## src/rtl/cu_pkg.sv

```systemverilog
// cu_pkg: micro-field layout, loader state encoding and register control codes shared with control_unit
package cu_pkg;
    localparam int F1_W   = 3;
    localparam int F2_W   = 3;
    localparam int F3_W   = 3;
    localparam int CD_W   = 2;
    localparam int BR_W   = 2;
    localparam int ADDR_W = 7;
    localparam int WORD_W = F1_W + F2_W + F3_W + CD_W + BR_W + ADDR_W;
    localparam int ADDR_LSB = 0;
    localparam int BR_LSB   = ADDR_LSB + ADDR_W;
    localparam int CD_LSB   = BR_LSB + BR_W;
    localparam int F3_LSB   = CD_LSB + CD_W;
    localparam int F2_LSB   = F3_LSB + F3_W;
    localparam int F1_LSB   = F2_LSB + F2_W;
    localparam logic [2:0] LOAD = 3'b100;
    localparam logic [2:0] CLR  = 3'b010;
    localparam logic [2:0] INC  = 3'b001;
    typedef enum logic [3:0] {
        S_IDLE, S_HDR, S_B0, S_B1, S_B2, S_WR, S_CHK, S_DONE, S_ERR
    } ld_state_t;
endpackage

```

## src/rtl/microcode_loader_assembler.sv

```systemverilog
// mc_word_assembler: shifts stream bytes into a microinstruction and keeps the running XOR checksum
module mc_word_assembler #(
    parameter int WORD_W = 20
) (
    input  logic              clk,
    input  logic              reset,
    input  logic              clr,
    input  logic              shift,
    input  logic              acc,
    input  logic [7:0]        byte_in,
    output logic [WORD_W-1:0] word,
    output logic [7:0]        csum
);
    logic [WORD_W-9:0] sr;
    // the third byte completes the word combinationally so the top can latch it on that transfer
    assign word = {sr, byte_in};
    always_ff @(posedge clk) begin
        if (reset) begin
            sr   <= '0;
            csum <= '0;
        end else begin
            if (shift) sr <= {sr[WORD_W-17:0], byte_in};
            csum <= clr ? 8'h00 : acc ? csum ^ byte_in : csum;
        end
    end
endmodule

```

## src/rtl/microcode_loader.sv

```systemverilog
// microcode_loader: receives a framed byte stream, writes the control store and holds the sequencer until a verified load
module microcode_loader #(
    parameter int ADDR_W = cu_pkg::ADDR_W,
    parameter int WORD_W = cu_pkg::WORD_W
) (
    input  logic              clk,
    input  logic              reset,
    input  logic              start,
    input  logic [7:0]        byte_in,
    input  logic              byte_valid,
    output logic              byte_ready,
    output logic              mem_wen,
    output logic [ADDR_W-1:0] mem_addr,
    output logic [WORD_W-1:0] mem_din,
    output logic              cpu_hold,
    output logic              busy,
    output logic              done,
    output logic              error,
    output logic [ADDR_W:0]   word_count
);
    import cu_pkg::*;
    ld_state_t         state;
    logic [ADDR_W-1:0] last_idx;
    logic              xfer;
    logic              start_ok;
    logic [2:0]        addr_op;
    logic [WORD_W-1:0] word;
    logic [7:0]        csum;
    assign byte_ready = state inside {S_HDR, S_B0, S_B1, S_B2, S_CHK};
    assign busy       = state inside {S_HDR, S_B0, S_B1, S_B2, S_WR, S_CHK};
    assign done       = state == S_DONE;
    assign error      = state == S_ERR;
    assign cpu_hold   = state != S_DONE;
    assign mem_wen    = state == S_WR;
    assign xfer       = byte_valid & byte_ready;
    assign start_ok   = start & (state inside {S_IDLE, S_DONE, S_ERR});
    assign addr_op    = start_ok ? CLR : state == S_WR ? INC : 3'b000;
    mc_word_assembler #(.WORD_W(WORD_W)) u_asm (
        .clk     (clk),
        .reset   (reset),
        .clr     (start_ok),
        .shift   (xfer & (state inside {S_B0, S_B1})),
        .acc     (xfer & (state != S_CHK)),
        .byte_in (byte_in),
        .word    (word),
        .csum    (csum)
    );
    always_ff @(posedge clk) begin
        if (reset) begin
            state      <= S_IDLE;
            mem_addr   <= '0;
            mem_din    <= '0;
            word_count <= '0;
            last_idx   <= '0;
        end else begin
            mem_addr   <= addr_op == CLR ? '0 : addr_op == INC ? mem_addr + 1'b1 : mem_addr;
            word_count <= start_ok ? '0 : state == S_WR ? word_count + 1'b1 : word_count;
            case (state)
                S_IDLE, S_DONE, S_ERR: if (start_ok) state <= S_HDR;
                S_HDR: if (xfer) begin
                    last_idx <= byte_in[ADDR_W-1:0];
                    state    <= S_B0;
                end
                S_B0:  if (xfer) state <= |byte_in[7:4] ? S_ERR : S_B1;
                S_B1:  if (xfer) state <= S_B2;
                S_B2:  if (xfer) begin
                    mem_din <= word;
                    state   <= S_WR;
                end
                // word_count is the pre-increment index of the word just written
                S_WR:  state <= word_count < {1'b0, last_idx} ? S_B0 : S_CHK;
                S_CHK: if (xfer) state <= byte_in == csum ? S_DONE : S_ERR;
                default: state <= S_IDLE;
            endcase
        end
    end
endmodule
```

## config.mk

```make
export PLATFORM = sky130hd
export DESIGN_NAME = microcode_loader
export DESIGN_NICKNAME = d
export VERILOG_FILES = /design/src/rtl/cu_pkg.sv /design/src/rtl/microcode_loader_assembler.sv /design/src/rtl/microcode_loader.sv
export SDC_FILE = /design/constraint.sdc
export NUM_CORES = 1
export LEC_CHECK = 0
export ABC_AREA = 1
export CAP_MARGIN = 20
export CORE_ASPECT_RATIO = 0.9
export CORE_MARGIN = 2
export CORE_UTILIZATION = 30
export DETAILED_ROUTE_END_ITERATION = 8
export GPL_TIMING_DRIVEN = 0
export HOLD_SLACK_MARGIN = 0.03
export PLACE_DENSITY_LB_ADDON = 0.08
export RECOVER_POWER = 100
export SLEW_MARGIN = 20
export SYNTH_ARGS = -nofsm -noshare
export SYNTH_HDL_FRONTEND = slang
export SYNTH_HIERARCHICAL = 1
export SYNTH_SLANG_ARGS = --single-unit
```

## constraint.sdc

```tcl
create_clock -name clk -period 2 [get_ports clk]
set_input_delay 0.4 -clock clk [delete_from_list [all_inputs] [get_ports clk]]
set_output_delay 0.4 -clock clk [all_outputs]
set_load 0.02 [all_outputs]
```

# After elaboration in Yosys (flattened, before gate mapping)
# Cells that the tools add are included.
classes:
  add_sub_neg: 2
  n_lt_le_gt_ge: 1
  n_eq_ne: 19
  muxes: 12
  bitwise_logic: 5
  reduce_logical: 12
op_table:
  columns: ["operator", "count"]
  rows:
  - ["$mux 4", 8]
  - ["$pmux 4 s7", 1]
  - ["$eq 4x3->1 const B", 4]
  - ["$ne 2x2->1 const B", 6]
  - ["$add 8x1->8 const B", 1]
  - ["$eq 4x2->1 const B", 2]
  - ["$eq 8x8->1", 1]
  - ["$lt 8x7->1", 1]
  - ["$ne 4x3->1 const B", 2]
  - ["$xor 8x8->8", 1]
  - ["$add 7x1->7 const B", 1]
  - ["$reduce_and 6->1", 1]
  - ["$reduce_bool 6->1", 1]
  - ["$reduce_bool 5->1", 1]
  - ["$and 1x1->1", 4]
  - ["$eq 4x1->1 const B", 1]
  - ["$eq 4x4->1 const B", 1]
  - ["$logic_not 4->1", 1]
  - ["$reduce_and 2->1", 2]
  - ["$reduce_or 2->1", 2]
  - ["$reduce_or 4->1", 1]
  - ["$mux 3", 1]
  - ["$reduce_bool 3->1", 1]
  - ["$reduce_or 3->1", 1]
  - ["5 further kinds", 5]
totals:
  reg_bits: 66
  input_bits: 12
  out_inout_bits: 41
  elab_cells: 58

# Longest topological paths before layout
# Gate-level depths: netlist of the first run.
depth:
  depth_word: 6
  depth_mapped: 12

# Modules after synthesis
# Netlist of the first run, hierarchy kept.
by_module_without_submodules:
  columns: ["module", "instances", "cells_per_inst", "area_per_inst_um2"]
  rows:
  - ["microcode_loader", 1, 326, 2356.0]
  - ["mc_word_assembler", 1, 104, 899.6]

# Worst setup path before layout of the first run
# No wires, ideal clock.
synth_timing:
  path_type: "register -> register"
  from: "register state[1]"
  to: "register u_asm.sr[1]"
  setup_time_ns: 0.116
  t_arrival_ns: 1.607
  required_time_ns: 1.884
  path_slack_ns: 0.277
  path_stages_with_launch: 12
  period_less_slack_ns: 1.723
  path_cell_list: "dfxtp_1 -> inv_2 -> nand2_1 -> nor2_1 -> nor2_2 -> a21oi_2 -> inv_1 -> nor3_1 -> inv_2 -> buf_6 -> nor2_1 -> nor2_1"
synth_via:
  elab_chain_len: 4
  word_cells_on_any_way: 9
  cone_classes: "eq/ne: 5; bitwise: 2; reduce/logical: 2"
synth_rtl:
  columns: ["item", "line_no", "text"]
  rows:
  - ["start: declaration", "microcode_loader.sv:22", "ld_state_t state;"]
  - ["start signal: assignment", "microcode_loader.sv:64", "S_B0: if (xfer) state <= |byte_in[7:4] ? S_ERR : S_B1;"]
  - ["start signal: assignment", "microcode_loader.sv:71", "S_WR: state <= word_count < {1'b0, last_idx} ? S_B0 : S_CHK;"]
  - ["start signal: assignment", "microcode_loader.sv:72", "S_CHK: if (xfer) state <= byte_in == csum ? S_DONE : S_ERR;"]
  - ["$eq 4x1->1 (tied with other cells)", "microcode_loader.sv:29", "assign byte_ready = state inside {S_HDR, S_B0, S_B1, S_B2, S_CHK};"]
  - ["$reduce_bool 5->1", "microcode_loader.sv:29", null]
  - ["$and 1x1->1", "microcode_loader.sv:35", "assign xfer = byte_valid & byte_ready;"]
  - ["$and 1x1->1 (*)", "microcode_loader.sv:42", ".shift (xfer & (state inside {S_B0, S_B1})),"]
  - ["end signal: assignment", "microcode_loader_assembler.sv:22", "if (shift) sr <= {sr[WORD_W-17:0], byte_in};"]
  - ["end: declaration", "microcode_loader_assembler.sv:14", "logic [WORD_W-9:0] sr;"]
# Every way passes the cells marked *; elsewhere a longest branch is shown, timed or not.
# A chain may end at the register's enable or synchronous reset.

# Final worst setup path of the first run
layout_timing:
  from: "register word_count[3]"
  to: "output port word_count[3]"
layout_lines:
  columns: ["item", "line_no", "text"]
  rows:
  - ["start: declaration", "microcode_loader.sv:19", "output logic [ADDR_W:0] word_count"]
  - ["start signal: assignment", "microcode_loader.sv:57", "word_count <= start_ok ? '0 : state == S_WR ? word_count + 1'b1 : word_count;"]
# No word-level cell between the ends.

==> impl_metrics.yaml, run 1 <==
synth:
  yosys.area.top_type: "dfxtp_1"
  synthDistinctLibCells: 34
  yosys_warnings: 6
  ys_top_cells_by_area: "dfxtp_1 41%, nand2_1 10%, a21oi_1 6.9%"
  ys_ff_latch: 66
  syn_inst: 430
  syn_nets: 450
  syn_area_per_cell_um2: 7.571
  synth_seq_area_share: 0.4058
  synth_top_area_share: 0.4058
  syn_area_um2: 3256
cts:
  cts_made_buffers: 9
  post_cts_buffers: 0
  clk_pin_slew_ns: 0.06
  cts_tree: "done"
  clock-sinks: 66
  clock_latency_ns: 0.33
  root_buffer: "clkbuf_16"
  postCtsHoldBufs: 0
  h-tree-depth: 3
  clockBufferDepth: 2
grt:
  antenna_found_initial: 0
  grt_pass1_vias: 2580
  grt_max_degree: 13
  grt.overflow.total: 0
  grt_pass1_wl_um: 12720
  grt_use_total: 0.1410
pwr:
  max-vdd-ir-drop_uv: 354.8
  powerDensity_nw_per_um2: 963.6
  cellLeakagePower_nw: 1.754
route:
  drc_errors: 0
  ant_nets: 0
  drt_iter0_markers: 126
  avgViaCountPerCell: 4.410
  vias: 2783
  wl_per_cell_um: 12.20
  wirelength_um: 7700
  first_pass_iters: 4
min_path:
  hp-class: "reg2reg"
  min-delay-start: "last_idx[0]"
worst_setup_path:
  end_kind: "primary output"
  crit_type: "reg2out"
  startpoint_type: "flip-flop"
  path_buf_inv: 1
  critPathMaxFanout: 6
  path_cells: "dlygate4sd3_1"
  slowest_stage: "dlygate4sd3_1"
  cp_top_family: "buffers and inverters"
  reg2reg_setup_slack_ns: 0.17
  cpPeakStageDelay_ns: 0.71
  crit_start: "word_count[3]"
  worstReg2RegStart: "state[2]"
  critPathRequiredTime_ns: 1.60
  arrival_ns: 1.48
flow_run:
  maxCapViolCount: 0
timing:
  fin_crit_sh: 0.9376
  rsz0062_at_grt: "yes"
  worst_slew_pin_slew_ns: 0.6806
  final-hold-violation-count: 0
  finClkSkew_ns: 0.002041
  setup_violations: 0
  drv_slew: 0
  fin_crit_ns: 1.875
  maxSlewHeadroom: 0.5463
  tns_ns: 0
  fmax_ghz: 0.5333
  whs_ns: 0.4552
placed_design:
  hpwl_um: 5625
  io_buffers: 52
  place_inst: 615
  gp_congestion: 0.7583
  place_area_um2: 3943
floorplanning:
  dieArea_um2: 11700
  std_cell_rows: 36
  die_w_um: 113.8
  fp.dieH_um: 102.8
  initial_core_util: 0.3037
  ios: 53
  coreArea_um2: 10720
final_layout:
  areaGrowthSynthToFinish_pct: 30.21
  final_common_cell: "nand2_1"
  n_antenna_cell: 0
  stdcell_count: 631
  fillCellCount: 1140
  finalCoreUtilization: 0.3954
  fin_area_um2: 4239
  nNetsFinal: 513
  layout_common_cells: "88 x nand2_1, 65 x dfxtp_1, 45 x a21oi_1"
  drive_above_1_share: 0.1847
status:
  status: "complete, no violations"
[power by group]
| group | switching, W | total (W) | internal, W |
|---|---|---|---|
| Sequential | 0.0000648 | 0.00147 | 0.00140 |
| Clock | 0.000599 | 0.00169 | 0.00109 |
| Combinational | 0.000600 | 0.000931 | 0.000331 |
| Total | 0.00126 | 0.00408 | 0.00282 |
[through the flow]
| step | power, W | worst slack, ns |
|---|---|---|
| after floorplan | 0.002185 | 0.2774 |
| after global placement | 0.002454 | -0.3176 |
| after detailed placement | 0.002454 | -0.3229 |
| after CTS | 0.004163 | 0.009650 |
| after global routing | 0.004336 | -0.01276 |
| final | 0.004085 | 0.1248 |
[sequential cells by signal, summed over array words and instances (netlist names)]
| signal | count |
|---|---|
| last_idx | 7 |
| mem_addr | 7 |
| mem_din | 20 |
| state | 4 |
| u_asm/csum | 8 |
| u_asm/sr | 12 |
| word_count | 8 |
[synthesized netlist by cell type]
library cell,n
nand2_1,88
dfxtp_1,66
a21oi_1,45
inv_1,37
nor2_1,37
nand3_1,33
nor2_2,18
o21ai_0,10
inv_2,9
o21ai_2,9
buf_4,8
ha_1,8
clkbuf_1,7
o21ai_1,7
buf_6,6
a21oi_2,5
nand2_2,5
xnor2_1,5
nor3_1,4
nand3_2,3
nor3_2,3
xor2_1,3
buf_1,2
nor2_4,2
buf_8,1
clkinv_2,1
inv_4,1
nand4_1,1
nor2_8,1
nor3b_2,1
nor4_1,1
nor4_4,1
o21ai_4,1
o31ai_1,1
[worst paths after layout]
| path | end | cells after the start |
|---|---|---|
| max | word_count[3] | 1 |
| min | last_idx[0] | 2 |
| max reg2reg | u_asm/sr[5] | 10 |
| min reg2reg | last_idx[0] | 2 |
[kinds of logic (layout without fill, tap and decap cells)]
group / count (synthesis) / count (layout) / share of synthesized area
adders and majority gates: 8 / 8 / 0.03075
and+or+nand+nor: 198 / 198 / 0.2909
AOI/OAI and AO/OA: 78 / 78 / 0.1403
buffers and inverters: 72 / 140 / 0.1107
DFF: 66 / 66 / 0.4058
xor gates and xnor gates: 8 / 8 / 0.02152
[per-layer routing]
metal  GRT usage  vias to the layer above  wire, um
met5           0                        -         0
met4     0.04972                        0        93
met3     0.04056                        8       245
met2      0.2128                       34      3358
met1      0.1935                     1235      4003
li1            -                     1506         -
[timing repair]
item	4_1_cts	5_1_grt
setup endpoints to repair	16	14
cloned	0	0
resized for setup	11	7
endpoints found under the hold margin	0	0
[cell type report]
class / count / area, um^2 / area share
Clock buffer: 9 / 225.2 / 0.05313
Inverter: 48 / 181.4 / 0.04280
Clock inverter: 7 / 93.84 / 0.02214
Buffer: 24 / 176.4 / 0.04162
Multi-Input combinational cell: 292 / 1569 / 0.3701
Tap cell: 133 / 166.4 / 0.03926
Timing Repair Buffer: 52 / 504.2 / 0.1189
Sequential cell: 66 / 1323 / 0.3120
(Power assumes the default switching activity.)
==> run 2: changes to the inputs <==
- CELL_PAD_IN_SITES_DETAIL_PLACEMENT: not set -> 1
- CELL_PAD_IN_SITES_GLOBAL_PLACEMENT: not set -> 1
==> run 2 against run 1 <==
Non-clock buffer count is the same. Worst setup slack got worse by 0.029 ns. Register-to-register slack worse by 0.02 ns. Final cell count did not move. Global-route usage up 1.8 points. Hold slack got worse by 0.0043 ns. Cell area down 1.0%. Critical path depth grew 6. Clock power is 11% lower. First-iteration DRC count down 37%. Power fell by 4.3%. Clock skew rose by 0.0017 ns. Critical endpoint is now busy. Largest power group unchanged.
==> impl_metrics.yaml, run 2 (same netlist as run 1, synthesis figures left out) <==
grt:
  grt_use_total: 0.1592
  grt_pass1_wl_um: 14280
  grt_max_degree: 11
  antenna_found_initial: 0
  grt_pass1_vias: 2861
  grt.overflow.total: 0
floorplanning:
  ios: 53
  fp.dieH_um: 102.8
  coreArea_um2: 10720
  die_w_um: 113.8
  initial_core_util: 0.3037
  dieArea_um2: 11700
  std_cell_rows: 36
final_layout:
  largest_reg_flops: 20
  areaGrowthSynthToFinish_pct: 28.90
  n_antenna_cell: 0
  drive_above_1_share: 0.1727
  finalCoreUtilization: 0.3915
  regMostFlops: "mem_din"
  reg.largest.list: "mem_din x20, u_asm/sr x12"
  layout_common_cells: "89 x nand2_1, 64 x dfxtp_1, 46 x a21oi_1"
  final_common_cell: "nand2_1"
  stdcell_count: 631
  nNetsFinal: 513
worst_setup_path:
  arrival_ns: 1.50
  crit_start: "state[1]"
  cp_top_family: "buffers and inverters"
  cpPeakStageDelay_ns: 0.38
  path_cells: "inv_2, nand2_1, inv_1, nand2_2, buf_6, nand3_1, buf_2"
  critPathRequiredTime_ns: 1.60
  end_kind: "primary output"
  startpoint_type: "flip-flop"
  crit_type: "reg2out"
  critPathMaxFanout: 10
  worstReg2RegStart: "state[3]"
  path_buf_inv: 4
  slowest_stage: "dfxtp_2"
route:
  first_pass_iters: 4
  avgViaCountPerCell: 4.559
  drc_errors: 0
  vias: 2877
  wl_per_cell_um: 13.78
  drt_iter0_markers: 79
  wirelength_um: 8693
  ant_nets: 0
cts:
  cts_made_buffers: 9
  clockBufferDepth: 2
  h-tree-depth: 3
  clock-sinks: 66
  root_buffer: "clkbuf_16"
  postCtsHoldBufs: 0
  clock_latency_ns: 0.33
  clk_pin_slew_ns: 0.05
  cts_tree: "done"
timing:
  fin_crit_ns: 1.904
  setup_ws_ns: 0.09619
  rsz0062_at_grt: "yes"
  final-hold-violation-count: 0
  fmax_ghz: 0.5253
  fin_crit_sh: 0.9519
  drv_slew: 0
  worst_slew_pin_slew_ns: 0.5166
  finClkSkew_ns: 0.003772
  setup_violations: 0
  maxSlewHeadroom: 0.6550
placed_design:
  place_inst: 615
  hpwl_um: 6393
  pre_cts_ws_ns: -0.3175
  io_buffers: 52
  gp_congestion: 0.7536
pwr:
  powerDensity_nw_per_um2: 931.7
  cellLeakagePower_nw: 1.762
  max-vdd-ir-drop_uv: 495.6
min_path:
  hp-class: "reg2reg"
  min-delay-start: "last_idx[0]"
status:
  status: "complete, no violations"
flow_run:
  maxCapViolCount: 0
-- run 2: changes by cell type in the layout (fill, tap and decap cells not counted), moves of 3 or more --
cell,delta
nor2_2,-6
nor3_2,+3
nor2_1,+6
nor3_1,-3
o21ai_1,-3
clkbuf_8,+3
-- run 2: worst min-delay path: stages, from the launching register on --
cell and delay (ns):
dfxtp_1 0.29, inv_1 0.06, a21oi_1 0.05
-- run 2: final cells by class --
class	count	area, um^2
plain buffers	24	167.7
clock buffers	14	274.0
clock inverters	2	10.01
fillers	1322	6524
inverters	48	181.4
multi-input cells	292	1567
flip-flops and latches	66	1324
well taps	133	166.4
repair buffers	52	506.7
-- run 2: path summary, 6_finish.rpt --
check | end | slack [ns] | depth (start not counted)
setup / recovery | busy | 0.1 | 7
hold / removal | last_idx[0] | 0.45 | 2
setup reg to reg | u_asm/sr[10] | 0.15 | 11
hold reg to reg | last_idx[0] | 0.45 | 2
-- run 2: per-stage QoR --
step | power, W | TNS (ns) | hold WS (ns) | cell area [um^2]
floorplan | 0.002185 | 0 | 0.4253 | 3256
global placement | 0.002461 | -9.563 | 0.4443 | 3943
detailed placement | 0.002483 | -11.67 | 0.4489 | 3943
CTS | 0.004018 | 0 | 0.4577 | 4240
global route | 0.004149 | -0.003856 | 0.4797 | 4197
finish | 0.003910 | 0 | 0.4509 | 4197
-- run 2: timing repair --
action	in CTS	in global routing
gates cloned	0	0
endpoints found under the setup margin	17	19
resized for setup	14	10
setup buffers	0	0
endpoints found under the hold margin	0	0
-- run 2: where the power goes --
| part | internal, W | switching, W |
|---|---|---|
| clock | 0.000937 | 0.000566 |
| sequential | 0.00140 | 0.0000673 |
| combinational | 0.000321 | 0.000616 |
| total | 0.00266 | 0.00125 |
-- run 2: per-layer routing --
metal	global-route usage	up-vias	part of all wire
met3	0.04409	10	0.026
li1	-	1499	-
met5	0	-	0
met1	0.2075	1335	0.50
met2	0.2570	33	0.47
met4	0.05347	0	0.012
